### config.mk
export PLATFORM = sky130hd
export DESIGN_NAME = despachante_aprovados
export DESIGN_NICKNAME = d
export VERILOG_FILES = /design/src/rtl/despachante_aprovados_pkg.sv /design/src/rtl/despachante_aprovados_codificador_prioridade.sv /design/src/rtl/despachante_aprovados.sv
export SDC_FILE = /design/constraint.sdc
export NUM_CORES = 1
export LEC_CHECK = 0
export CAP_MARGIN = 20
export CORE_UTILIZATION = 30
export CTS_BUF_LIST = sky130_fd_sc_hd__clkbuf_8 sky130_fd_sc_hd__clkbuf_16
export DETAILED_ROUTE_END_ITERATION = 6
export HOLD_SLACK_MARGIN = 0.02
export SYNTH_ARGS = -nofsm -noshare
export SYNTH_HDL_FRONTEND = slang
export SYNTH_HIERARCHICAL = 1
export SYNTH_SLANG_ARGS = --single-unit
### constraint.sdc
create_clock -name clk -period 2.4 [get_ports clk]
set_input_delay 0.48 -clock clk [delete_from_list [all_inputs] [get_ports clk]]
set_output_delay 0.48 -clock clk [all_outputs]
set_load 0.01 [all_outputs]
### src/rtl/despachante_aprovados_pkg.sv
// rtl/despachante_aprovados_pkg.sv - shared widths and state encoding for the approved-node dispatcher
// Holds the default widths shared with the active-node evaluator and the
// 3-bit dispatcher state encoding.
package despachante_aprovados_pkg;

    localparam int DEF_NUM_NA          = 4;
    localparam int DEF_ADDR_WIDTH      = 5;
    localparam int DEF_DISTANCIA_WIDTH = 5;

    typedef enum logic [2:0] {
        ST_IDLE       = 3'd0,
        ST_GRAVAR     = 3'd1,
        ST_EXPANDIR   = 3'd2,
        ST_REMOVER    = 3'd3,
        ST_ESPERA     = 3'd4,
        ST_ENCONTRADO = 3'd5
    } estado_t;

endpackage

### src/rtl/despachante_aprovados_codificador_prioridade.sv
// rtl/despachante_aprovados_codificador_prioridade.sv - lowest-set-bit priority encoder
// Ports:
//   mascara_in  : NUM_NA-bit mask
//   idx_out     : index of the lowest set bit (0 when mask is empty)
//   tem_bit_out : at least one bit of the mask is set
module codificador_prioridade
    import despachante_aprovados_pkg::*;
#(
    parameter  int NUM_NA = DEF_NUM_NA,
    localparam int IDX_W  = (NUM_NA > 1) ? $clog2(NUM_NA) : 1
) (
    input  logic [NUM_NA-1:0] mascara_in,
    output logic [IDX_W-1:0]  idx_out,
    output logic              tem_bit_out
);

    // Scan from the top down so the last hit, the lowest index, wins.
    always_comb begin
        idx_out     = '0;
        tem_bit_out = 1'b0;
        for (int i = NUM_NA - 1; i >= 0; i--) begin
            if (mascara_in[i]) begin
                idx_out     = IDX_W'(i);
                tem_bit_out = 1'b1;
            end
        end
    end

endmodule

### src/rtl/despachante_aprovados.sv
// rtl/despachante_aprovados.sv - serialises approved nodes into predecessor writes and expansion requests
// Snapshots the evaluator's approved mask and buses, then for each approved
// slot (lowest first) writes the predecessor memory, stops if the node is the
// destination, otherwise hands it to the neighbour expander (valid/ready).
// When the mask is exhausted it pulses da_remover_aprovados_out.
// Ports: clk, rst_n (async active-low), limpar_in (sync abort), destino_in,
//   aa_* evaluator inputs, exp_pronto_in (expander ready); da_* outputs for
//   evaluator pulse, predecessor memory write, expansion request, status.
// Optional macro DESPACHANTE_CONTADOR_EN adds da_num_expandidos_out, a
// saturating 16-bit count of accepted expansion handshakes.
module despachante_aprovados
    import despachante_aprovados_pkg::*;
#(
    parameter int NUM_NA          = DEF_NUM_NA,
    parameter int ADDR_WIDTH      = DEF_ADDR_WIDTH,
    parameter int DISTANCIA_WIDTH = DEF_DISTANCIA_WIDTH
) (
    input  logic                              clk,
    input  logic                              rst_n,
    input  logic                              limpar_in,
    input  logic [ADDR_WIDTH-1:0]             destino_in,
    input  logic                              aa_pronto_in,
    input  logic                              aa_ocupado_in,
    input  logic                              aa_tem_aprovado_in,
    input  logic [NUM_NA-1:0]                 aa_aprovado_in,
    input  logic [ADDR_WIDTH*NUM_NA-1:0]      aa_endereco_in,
    input  logic [DISTANCIA_WIDTH*NUM_NA-1:0] aa_distancia_in,
    input  logic [ADDR_WIDTH*NUM_NA-1:0]      aa_anterior_data_in,
    input  logic                              exp_pronto_in,
    output logic                              da_remover_aprovados_out,
    output logic                              da_mem_we_out,
    output logic [ADDR_WIDTH-1:0]             da_mem_addr_out,
    output logic [ADDR_WIDTH-1:0]             da_mem_data_out,
    output logic                              da_exp_valid_out,
    output logic [ADDR_WIDTH-1:0]             da_exp_endereco_out,
    output logic [DISTANCIA_WIDTH-1:0]        da_exp_distancia_out,
    output logic                              da_encontrado_out,
`ifdef DESPACHANTE_CONTADOR_EN
    output logic [15:0]                       da_num_expandidos_out,
`endif
    output logic                              da_ocupado_out
);

    localparam int IDX_W = (NUM_NA > 1) ? $clog2(NUM_NA) : 1;

    estado_t                              estado_q, estado_d;
    logic [NUM_NA-1:0]                    mascara_q, mascara_d;
    logic [ADDR_WIDTH*NUM_NA-1:0]         endereco_q, endereco_d;
    logic [ADDR_WIDTH*NUM_NA-1:0]         anterior_q, anterior_d;
    logic [DISTANCIA_WIDTH*NUM_NA-1:0]    distancia_q, distancia_d;

    logic [IDX_W-1:0]                     idx;
    logic                                 tem_bit;
    logic [ADDR_WIDTH-1:0]                endereco_sel;
    logic [ADDR_WIDTH-1:0]                anterior_sel;
    logic [DISTANCIA_WIDTH-1:0]           distancia_sel;
    logic [NUM_NA-1:0]                    mascara_restante;
    logic                                 handshake;

    codificador_prioridade #(.NUM_NA(NUM_NA)) u_codificador (
        .mascara_in  (mascara_q),
        .idx_out     (idx),
        .tem_bit_out (tem_bit)
    );

    assign endereco_sel     = endereco_q[ADDR_WIDTH*idx +: ADDR_WIDTH];
    assign anterior_sel     = anterior_q[ADDR_WIDTH*idx +: ADDR_WIDTH];
    assign distancia_sel    = distancia_q[DISTANCIA_WIDTH*idx +: DISTANCIA_WIDTH];
    assign mascara_restante = mascara_q & ~(NUM_NA'(1) << idx);
    assign handshake        = (estado_q == ST_EXPANDIR) && exp_pronto_in;

    // State and snapshot registers
    always_ff @(posedge clk or negedge rst_n) begin
        if (!rst_n) begin
            estado_q    <= ST_IDLE;
            mascara_q   <= '0;
            endereco_q  <= '0;
            anterior_q  <= '0;
            distancia_q <= '0;
        end else begin
            estado_q    <= estado_d;
            mascara_q   <= mascara_d;
            endereco_q  <= endereco_d;
            anterior_q  <= anterior_d;
            distancia_q <= distancia_d;
        end
    end

    // Next state and snapshot update
    always_comb begin
        estado_d    = estado_q;
        mascara_d   = mascara_q;
        endereco_d  = endereco_q;
        anterior_d  = anterior_q;
        distancia_d = distancia_q;
        case (estado_q)
            ST_IDLE: begin
                if (aa_pronto_in && aa_tem_aprovado_in && !aa_ocupado_in) begin
                    mascara_d   = aa_aprovado_in;
                    endereco_d  = aa_endereco_in;
                    anterior_d  = aa_anterior_data_in;
                    distancia_d = aa_distancia_in;
                    estado_d    = ST_GRAVAR;
                end
            end
            ST_GRAVAR: begin
                if (!tem_bit) begin
                    estado_d = ST_REMOVER;
                end else if (endereco_sel == destino_in) begin
                    estado_d = ST_ENCONTRADO;
                end else begin
                    estado_d = ST_EXPANDIR;
                end
            end
            ST_EXPANDIR: begin
                if (exp_pronto_in) begin
                    mascara_d = mascara_restante;
                    estado_d  = (|mascara_restante) ? ST_GRAVAR : ST_REMOVER;
                end
            end
            ST_REMOVER:    estado_d = ST_ESPERA;
            // Gives the evaluator a cycle to drop its registered approvals.
            ST_ESPERA:     estado_d = ST_IDLE;
            ST_ENCONTRADO: estado_d = ST_ENCONTRADO;
            default:       estado_d = ST_IDLE;
        endcase
        // Abort wins over everything, including an in-flight handshake.
        if (limpar_in) begin
            estado_d    = ST_IDLE;
            mascara_d   = '0;
            endereco_d  = '0;
            anterior_d  = '0;
            distancia_d = '0;
        end
    end

    // Outputs decoded from the current state
    always_comb begin
        da_remover_aprovados_out = 1'b0;
        da_mem_we_out            = 1'b0;
        da_mem_addr_out          = '0;
        da_mem_data_out          = '0;
        da_exp_valid_out         = 1'b0;
        da_exp_endereco_out      = '0;
        da_exp_distancia_out     = '0;
        da_encontrado_out        = 1'b0;
        da_ocupado_out           = (estado_q != ST_IDLE) && (estado_q != ST_ENCONTRADO);
        case (estado_q)
            ST_GRAVAR: begin
                da_mem_we_out   = tem_bit;
                da_mem_addr_out = endereco_sel;
                da_mem_data_out = anterior_sel;
            end
            ST_EXPANDIR: begin
                da_exp_valid_out     = 1'b1;
                da_exp_endereco_out  = endereco_sel;
                da_exp_distancia_out = distancia_sel;
            end
            ST_REMOVER:    da_remover_aprovados_out = 1'b1;
            ST_ENCONTRADO: da_encontrado_out        = 1'b1;
            default: ;
        endcase
    end

`ifdef DESPACHANTE_CONTADOR_EN
    logic [15:0] contador_q, contador_d;

    always_comb begin
        contador_d = contador_q;
        if (limpar_in) begin
            contador_d = '0;
        end else if (handshake && (contador_q != 16'hFFFF)) begin
            contador_d = contador_q + 16'd1;
        end
    end

    always_ff @(posedge clk or negedge rst_n) begin
        if (!rst_n) begin
            contador_q <= '0;
        end else begin
            contador_q <= contador_d;
        end
    end

    assign da_num_expandidos_out = contador_q;
`else
    logic unused_handshake;
    assign unused_handshake = handshake;
`endif

endmodule

==> metrics.txt, run 1 <==
status=complete, but fails checks; violated checks=setup timing; setup violators final=21; Worst EP arrival=2.12 ns; P&R area growth vs syn=57.43%; worst r2r path cells=10; Post-Syn Nets=471; FF+latch area=0.001678 mm2; cell area after synthesis=0.003521 mm2; type of the worst setup path=flip-flop to output pin; commonest non-fill, non-tap cell in the layout=nand2_1; crit-path max FO=6; CTS Buf Count=9; Yosys cell types=30; mean area per synthesized cell=8.914 um2; power density cells=593.4 mW/mm2; first-pass GRT wire length=17,080 um; Worst-path clk slew=0.06 ns; crit end category=output pin; hold_buf cts=0; origin of the critical flop-to-flop path=mascara_q[2]; Syn Inst Count=395; H-tree levels=3; Multi-input gate area=0.001827 mm2; Most Frequent Cell on Critical Path=buf_12; clk_lat worst skew=0.33 ns; Final Skew=0.008514 ns; Largest stage delay, worst path=0.40 ns; Async SR Flop Fraction=100.0%; RSZ-0062 raised after global routing=true; # diodes=0; worst min path class=primary input to async pin; startpoint types=flip-flop; initial DRC count=139; GRT Overall Usage=18.66%; clock sink total=67; initial antenna violation count=0; DR WL/cell=16.11 um; Slowest-stage cell, CP=dfrtp_1; port bufs=100; post-route DRC violation count=0; Final period util=108.4%; minimum clock period=2.602 ns; starting density of the core=30.83%; DP HPWL=7106 um; IO Count=101; number of max-cap violations=0; worst slew pin tran=0.6486 ns; RR Endpoint=estado_q[2]; Critical Path, Cell by Cell=buf_6 > nor2_4 > nor3_4 > buf_12 > buf_12 > buf_8 > buf_12 > mux4_2 > and2_4 > buf_6; setup TNS=-3.092 ns; Peak VDD IR=0.3252 mV; DR vias=3,302; TritonRoute pass-1 iters=4; number of flops mapped to enable cells by yosys=0; Hold Fails Final Rpt=0; Root Driver=clkbuf_16; top_reg_cell synth=dfrtp_1; setup ws final=-0.2018 ns; Hold WS=0.1772 ns; Die H=110.3 um; fraction of layout cells with a size suffix above 1=24.57%; nets=600; Max-slew headroom=56.76%; vias in the first global route=3,400; maximum clock path buffer count=2; largest net degree at the start of global routing=61; die area=0.01217 mm2; CTS tree=built; Post-Route WL=10,820 um; R2R setup slack=-0.09 ns; most frequent cells in the layout=nand2_1 (134), clkdlybuf4s50_1 (77), dfrtp_1 (66), a21oi_1 (64), buf_4 (24); yosys synthesis warning count=6; die width=110.3 um; routability cong.=0.8020; ANT nets after route=0; sequential area share after synthesis=47.62%; filler instances=1,081; Leak=2.279 nW; core area=0.01142 mm2; Slew Viols, Final=0; # rows=39; CP required=1.92 ns; global route overflow=0; Max Clk Rate=0.3844 GHz; synthesized flop and latch total=67; Vias/cell=4.914
[critical path, delay by kind of cell, from the launching register on]
| family | cells | cell delay [ns] |
|---|---|---|
| flops | 1 | 0.40 |
| mux | 1 | 0.28 |
| simple gates | 3 | 0.36 |
| buf+inv | 6 | 0.75 |
[per-layer routing]
metal / global-route usage [%] / routed length (um) / vias up / share of wire [%]
met5: 0 / 0 / - / 0
met3: 3.057 / 766 / 16 / 7.1
met1: 25.07 / 4755 / 1580 / 44
li1: - / - / 1588 / -
met4: 6.861 / 143 / 0 / 1.3
met2: 30.26 / 5157 / 118 / 48
[synth_stat cells, types with 2 or more instances]
library cell	count	area share, %
nand2_1	134	14
a32oi_1	4	0.99
xnor2_1	5	1.2
dfrtp_1	67	48
mux2_2	4	1.3
buf_1	5	0.53
clkbuf_1	25	2.7
nand3_1	2	0.28
nor2b_1	6	1.1
o21ai_0	9	1.3
nand2b_1	3	0.53
mux2i_1	5	1.4
mux4_2	7	4.5
nor3_1	6	0.85
mux4_1	8	6.0
and2_1	6	1.1
inv_1	6	0.64
or3_1	3	0.53
nor2_1	16	1.7
a21oi_1	64	9.1
[state kept, by name, indices dropped and copies added, names as in the netlist]
signal / flops
estado_q: 3
anterior_q: 20
mascara_q: 4
distancia_q: 20
endereco_q: 20
[worst max path at each step]
stage | from | to | slack (ns) | cells after the start
after floorplan | mascara_q[0] | da_exp_endereco_out[3] | 0.008 | 6
after global placement | mascara_q[2] | da_mem_data_out[4] | -0.27 | 6
after detailed placement | mascara_q[2] | da_mem_data_out[4] | -0.30 | 6
after CTS | mascara_q[2] | da_exp_distancia_out[3] | -0.19 | 7
after global routing | mascara_q[2] | da_exp_distancia_out[2] | -0.26 | 7
final | mascara_q[2] | da_exp_distancia_out[3] | -0.20 | 10
[cell type report]
class | instances | area share (%)
Sequential cell | 67 | 30.27
Clock buffer | 10 | 4.312
Multi-Input combinational cell | 291 | 32.96
Clock inverter | 6 | 1.603
Inverter | 6 | 0.4063
Tap cell | 143 | 3.228
Timing Repair Buffer | 149 | 27.22
[metrics by stage]
stage               total power [mW]  util, %  instances  setup WS, ns  area, um2
floorplan                      1.449        -        395      0.008373       3523
global placement               1.742    42.59        634       -0.2669       4863
detailed placement             1.748    42.59        634       -0.3032       4863
CTS                            3.280    47.29        668       -0.1927       5400
global route                   3.418    48.54        672       -0.2621       5543
finish                         3.289    48.54        672       -0.2018       5543
[kinds of logic after synthesis]
logic type	share of synthesized area [%]
xor gates and xnor gates	1.493
AOI/OAI and AO/OA	12.54
buffers and inverters	4.158
and+or+nand+nor	21.04
muxes	13.15
DFF	47.62
[where the power goes]
part | total (mW) | leakage (nW) | switching [mW] | internal, mW
sequential | 1.20 | 0.923 | 0.0301 | 1.17
combinational | 0.650 | 1.20 | 0.294 | 0.356
clock | 1.44 | 0.155 | 0.499 | 0.937
[repair_timing]
action / in CTS / in global routing
gates cloned: 1 / 0
pin swaps: 9 / 10
hold endpoints to repair: 0 / 0
buffers inserted: 18 / 4
endpoints found under the setup margin: 24 / 24
gates resized for setup: 132 / 26
No activity file was read; power rests on OpenSTA's default activity.
==> run 2: changes to the inputs <==
--- a/config.mk
+++ b/config.mk
@@ -5,6 +5,7 @@
 export SDC_FILE = /design/constraint.sdc
 export NUM_CORES = 1
 export LEC_CHECK = 0
+export ABC_AREA = 1
 export CAP_MARGIN = 20
 export CORE_UTILIZATION = 30
 export CTS_BUF_LIST = sky130_fd_sc_hd__clkbuf_8 sky130_fd_sc_hd__clkbuf_16
==> run 2 against run 1 <==
- the flow still finishes with violations (setup timing)
- via count up 11%
- utilization up 1.6 points
- final cell count up 10%
- global-route usage up 1.9 points
- largest cell class unchanged
- sequential cell count unchanged
- worst hold slack worse by 0.014 ns
==> metrics.txt, run 2 <==
filler instances=1,088 (+0.65%); Critical Path, Cell by Cell=buf_6 > inv_2 > a21oi_4 > buf_12 > buf_8 > inv_6 > nor2_4 > buf_8 > a221oi_2 > nor2_1 > buf_2; CTS Buf Count=9 (unchanged); synthesized flop and latch total=67 (unchanged); fraction of layout cells with a size suffix above 1=29.10% (+4.5 points); minimum clock period=2.474 ns (-0.1279 ns); port bufs=100 (unchanged); Worst-path clk slew=0.06 ns (about the same); Yosys cell types=29 (-3.3%); Final Skew=0.003711 ns (-0.004803 ns); clk_lat worst skew=0.33 ns (about the same); CTS tree=built; # rows=39 (unchanged); Final Power=5.434 mW (+65%); Root Driver=clkbuf_16; commonest non-fill, non-tap cell in the layout=nand2_1; ANT nets after route=0 (unchanged); sequential area share after synthesis=47.82% (+0.20 points); cell family with most CP delay=buffers and inverters; post-route DRC violation count=0 (unchanged); core area=0.01142 mm2 (unchanged); area leader, netlist=dfrtp_1; DR WL/cell=15.97 um (-0.84%); Post-Route WL=11,830 um (+9.3%); Multi-input gate area=0.001853 mm2 (+1.4%); count leader, synth=nand2_1; most frequent cells in the layout=nand2_1 (102), clkdlybuf4s50_1 (78), nand3_1 (66), dfrtp_1 (66), inv_1 (41); worst slew pin tran=0.6204 ns (-0.02822 ns); number of max-cap violations=0 (unchanged); CP required=1.92 ns (about the same); vias in the first global route=3,649 (+7.3%); H-tree levels=3 (unchanged); Hold WS=0.1632 ns (-0.01398 ns); yosys synthesis warning count=6 (unchanged); violated checks=setup timing; origin of the critical flop-to-flop path=mascara_q[3]; TritonRoute pass-1 iters=4 (unchanged); final core occ=50.15% (+1.6 points); Slew Viols, Final=0 (unchanged); initial DRC count=162 (+17%); number of flops mapped to enable cells by yosys=0 (unchanged); Max-slew headroom=58.64% (+1.9 points); DR vias=3,677 (+11%); crit-path max FO=6 (unchanged); Peak VDD IR=0.4377 mV (+35%); largest registers=anterior_q x20, distancia_q x20, endereco_q x20; Max Clk Rate=0.4042 GHz (+5.2%); Leak=2.629 nW (+15%); # diodes=0 (unchanged); GRT met3 Usage=3.586% (+0.53 points); GRT Overall Usage=20.55% (+1.9 points); IO Count=101 (unchanged); Post-Syn Nets=534 (+13%); setup slack at placement=-0.3780 ns (-0.07476 ns); CP Buf/Inv Count=7 (+1); setup ws final=-0.07389 ns (+0.1279 ns); met2 GRT Util=34.96% (+4.7 points); startpoint types=flip-flop; share of the synthesized area in the top cell type=47.82% (+0.20 points); crit path from=mascara_q[1]; ranking of synthesized cells by area=dfrtp_1 (48%), nand2_1 (14%), nand3_1 (9.4%); cell area after synthesis=0.003506 mm2 (-0.43%); fin area=0.005727 mm2 (+3.3%); DP HPWL=7612 um (+7.1%); starting density of the core=30.70% (-0.13 points); FF+latch area=0.001678 mm2 (unchanged); Most Frequent Cell on Critical Path=buf_8; mean area per synthesized cell=7.655 um2 (-14%); type of the worst setup path=flip-flop to output pin; layer with the highest usage=met2; met1 usage=25.59% (+0.52 points); P&R area growth vs syn=63.35%; top_reg_cell synth=dfrtp_1; Hold Fails Final Rpt=0 (unchanged); Die H=110.1 um (-0.21%); Async SR Flop Fraction=100.0% (unchanged); initial antenna violation count=0 (unchanged); first-pass GRT wire length=18,630 um (+9.1%); Largest stage delay, worst path=0.44 ns (+0.04 ns); setup violators final=18 (-14%); die width=110.1 um (-0.21%); Slowest-stage cell, CP=dfrtp_2; dpl cell area=0.004765 mm2 (-2.0%); Vias/cell=4.962 (+0.99%); Final period util=103.1% (-5.3 points); clock sink total=67 (unchanged); nets=669 (+12%); Syn Inst Count=458 (+16%); maximum clock path buffer count=2 (unchanged); routability cong.=0.9017 (+12%); power density cells=948.8 mW/mm2 (+60%); global route overflow=0 (unchanged); crit end category=output pin; Worst EP arrival=1.99 ns (-0.13 ns); die area=0.01212 mm2 (-0.43%); largest net degree at the start of global routing=43 (-30%); commonest cells in the netlist=nand2_1 (129), dfrtp_1 (67), nand3_1 (66); status=complete, but fails checks; worst min path class=primary input to async pin; RSZ-0062 raised after global routing=true
run 2: cell count changes after synthesis, sizes merged, moves of 13 or more:
cell | previous run | this run
nand3 | 2 | 66
buf | 6 | 19
clkbuf | 25 | 8
o21ai | 9 | 38
nor2 | 16 | 40
mux4 | 15 | 0
inv | 6 | 55
a21oi | 65 | 6
run 2: timing repair:
action,in CTS,in global routing
pin swaps,22,26
hold buffers,0,0
buffers inserted,22,4
gates resized for setup,160,36
setup endpoints to repair,21,23
cloned,4,0
run 2: routing by layer:
layer | part of all wire (%) | routed length [um]
met5 | 0 | 0
met4 | 3.1 | 367
met3 | 5.9 | 695
met2 | 49 | 5806
met1 | 42 | 4965
run 2: layout make-up:
type / count / share of cell area (%)
repair inverters: 1 / 0.2840
repair buffers: 150 / 24.78
well taps: 143 / 3.124
flip-flops and latches: 67 / 29.30
clock inverters: 6 / 1.966
clock buffers: 10 / 4.173
multi-input cells: 309 / 32.36
inverters: 55 / 4.020
run 2: worst register-to-register path, stage by stage (launching register included):
cell,delay (ns)
dfrtp_1,0.43
buf_6,0.13
nand2_4,0.05
a21oi_4,0.14
buf_12,0.15
buf_6,0.14
nand2_2,0.06
o21ai_2,0.07
nand2_2,0.09
buf_4,0.14
buf_4,0.12
buf_4,0.11
nand3_1,0.05
nand2_1,0.06
nor2_2,0.14
nand3_1,0.09
nand2_1,0.07
nand2_1,0.05
nand2_1,0.06
nand2_1,0.04
run 2: power by group:
| group | total [mW] | internal (mW) | switching (mW) |
|---|---|---|---|
| combinational | 2.58 | 1.17 | 1.41 |
| sequential | 1.33 | 1.24 | 0.0875 |
| clock | 1.53 | 1.04 | 0.482 |
run 2: final timing paths:
path	to	slack [ns]	cells after the start
min in group clk	endereco_q[8]	0.48	2
max	da_exp_distancia_out[0]	-0.07	11
max in group asynchronous	mascara_q[1]	1.57	2
max reg2reg	estado_q[1]	0.13	19
min reg2reg	endereco_q[8]	0.48	2
min	anterior_q[8]	0.16	1
run 2: logic make-up (layout without fill, tap and decap cells):
group | after synthesis | after routing | share of synthesized area (%)
AOI/OAI and AO/OA | 71 | 71 | 12.71
DFF | 67 | 67 | 47.82
buffers and inverters | 82 | 222 | 9.707
and+or+nand+nor | 238 | 238 | 29.76
run 2: stage by stage:
stage          TNS, ns  cells
2_1_floorplan        0    458
3_3_place_gp    -2.654    698
3_5_place_dp    -3.836    698
4_1_cts        -0.4815    740
5_1_grt         -2.937    741
6_report       -0.7819    741
==> run 3: changes to the inputs <==
==> constraint.sdc (replaced) <==
create_clock -name clk -period 2 [get_ports clk]
set_input_delay 0.4 -clock clk [delete_from_list [all_inputs] [get_ports clk]]
set_output_delay 0.4 -clock clk [all_outputs]
set_load 0.01 [all_outputs]
==> run 3 against run 2 <==
- the flow still finishes with violations (setup timing)
- non-clock buffer count rose by 21
- global-route usage fell by 0.088 points
- clock-buffer cell count rose by 1
- largest power group unchanged
- highest routed layer unchanged
==> metrics.txt, run 3 (same netlist as run 2, synthesis figures left out) <==
largest registers=anterior_q x20, distancia_q x20, endereco_q x20; commonest non-fill, non-tap cell in the layout=nand2_1; post-route DRC violation count=0 (unchanged); filler instances=1,056 (-2.9%); largest net degree at the start of global routing=68 (+58%); routed wl met3=684 um (-1.6%); Worst-path clk slew=0.06 ns (about the same); Max Clk Rate=0.4099 GHz; Final period util=122.0%; CP required=1.60 ns (-0.32 ns); met1 wire length=5125 um (+3.2%); Root Driver=clkbuf_16; worst min path class=primary input to async pin; starting density of the core=30.70% (unchanged); violated checks=setup timing; nets=689 (+3.0%); H-tree levels=3 (unchanged); hold_buf cts=0 (unchanged); global route overflow=0 (unchanged); DR vias=3,670 (-0.19%); fraction of layout cells with a size suffix above 1=32.25% (+3.2 points); RSZ-0062 raised after global routing=true; DR WL/cell=15.76 um (-1.3%); most frequent cells in the layout=nand2_1 (102), clkdlybuf4s50_1 (75), dfrtp_1 (67), nand3_1 (64), inv_1 (40); IO Count=101 (unchanged); clk_lat worst skew=0.34 ns (about the same); P&R area growth vs syn=66.77%; routability cong.=0.8785 (-2.6%); Leak=2.750 nW (+4.6%); # rows=39 (unchanged); startpoint types=flip-flop; crit-path max FO=4 (-2); initial DRC count=209 (+29%); Final Skew=0.004509 ns (+0.0007979 ns); port bufs=100 (unchanged); Hold Fails Final Rpt=0 (unchanged); die width=110.1 um (unchanged); DP HPWL=7600 um (-0.16%); minimum clock period=2.440 ns; initial antenna violation count=0 (unchanged); number of max-cap violations=0 (unchanged); vias in the first global route=3,742 (+2.5%); Top Metal Used=met4; type of the worst setup path=flip-flop to output pin; CTS Buf Count=9 (unchanged); Die H=110.1 um (unchanged); Max-slew headroom=71.88% (+13 points); Worst EP arrival=2.04 ns (+0.05 ns); die area=0.01212 mm2 (unchanged); Post-Route WL=11,980 um (+1.2%); status=complete, but fails checks; Peak VDD IR=0.5486 mV (+25%); setup violators final=23 (+5); power density cells=1104 mW/mm2 (+16%); GRT Overall Usage=20.46% (-0.088 points); Slew Viols, Final=0 (unchanged); Routed met2 length=5969 um (+2.8%); worst slew pin tran=0.4212 ns (-0.1992 ns); Vias/cell=4.829 (-2.7%); # diodes=0 (unchanged); setup slack at placement=-0.6114 ns (-0.2335 ns); first-pass GRT wire length=18,560 um (-0.37%); crit end category=output pin; setup ws final=-0.4397 ns (-0.3658 ns); TritonRoute pass-1 iters=4 (unchanged); worst r2r path cells=20 (+1); final core occ=51.21% (+1.1 points); core area=0.01142 mm2 (unchanged); maximum clock path buffer count=2 (unchanged); CTS tree=built; setup TNS=-8.201 ns (-7.419 ns); ANT nets after route=0 (unchanged); clock sink total=67 (unchanged)
run 3: what timing repair did:
action	4_1_cts	5_1_grt
setup buffers	33	12
gates cloned	2	0
setup endpoints to repair	27	26
pin swaps	30	31
gates resized for setup	148	61
run 3: final cells by class:
class                      count  area (um2)  area share, %
multi-input combinational    309        1843          31.52
sequential                    67        1677          28.68
timing repair buffer         171        1634          27.95
clock buffer                  11       252.7          4.323
inverter                      55       211.5          3.617
tap                          143       178.9          3.060
clock inverter                 4       50.05         0.8560
run 3: final timing paths:
path,start,to,slack (ns)
min in group clk,endereco_q[7],endereco_q[7],0.47
min,rst_n,anterior_q[3],0.06
max reg2reg,mascara_q[2],estado_q[1],-0.25
min reg2reg,endereco_q[7],endereco_q[7],0.47
max in group asynchronous,rst_n,anterior_q[6],1.62
max,mascara_q[2],da_exp_distancia_out[0],-0.44
run 3: routing by layer:
layer,global-route usage (%),vias up
met5,0,-
met4,7.519,0
met3,3.233,19
met2,35.67,120
met1,25.51,1730
li1,-,1801
run 3: worst max-delay path: stages (launching register included):
cell and delay, ns:
dfrtp_1 0.41, inv_1 0.08, nand2_2 0.07, a21oi_4 0.15, buf_6 0.15, nor2_4 0.04, inv_2 0.09, buf_6 0.13
buf_6 0.11, o22ai_4 0.06, a221oi_2 0.18, nor2_1 0.08, buf_2 0.14
run 3: power breakdown:
| group | switching (mW) | internal [mW] | leakage (nW) | total (mW) |
|---|---|---|---|---|
| logic | 1.68 | 1.57 | 1.68 | 3.25 |
| clock network | 0.592 | 1.02 | 0.144 | 1.62 |
| registers | 0.0976 | 1.49 | 0.922 | 1.59 |
| total | 2.37 | 4.08 | 2.75 | 6.45 |
run 3: stage by stage:
| stage | power [mW] | instance area [um2] | hold slack, ns | instances |
|---|---|---|---|---|
| global placement | 3.457 | 4857 | 0.4465 | 707 |
| floorplan | 2.583 | 3506 | 0.1044 | 458 |
| finish | 6.453 | 5847 | 0.06379 | 760 |
| detailed placement | 3.483 | 4857 | 0.4488 | 707 |
| global route | 6.738 | 5847 | 0.09584 | 760 |
| CTS | 6.052 | 5637 | 0.09775 | 756 |
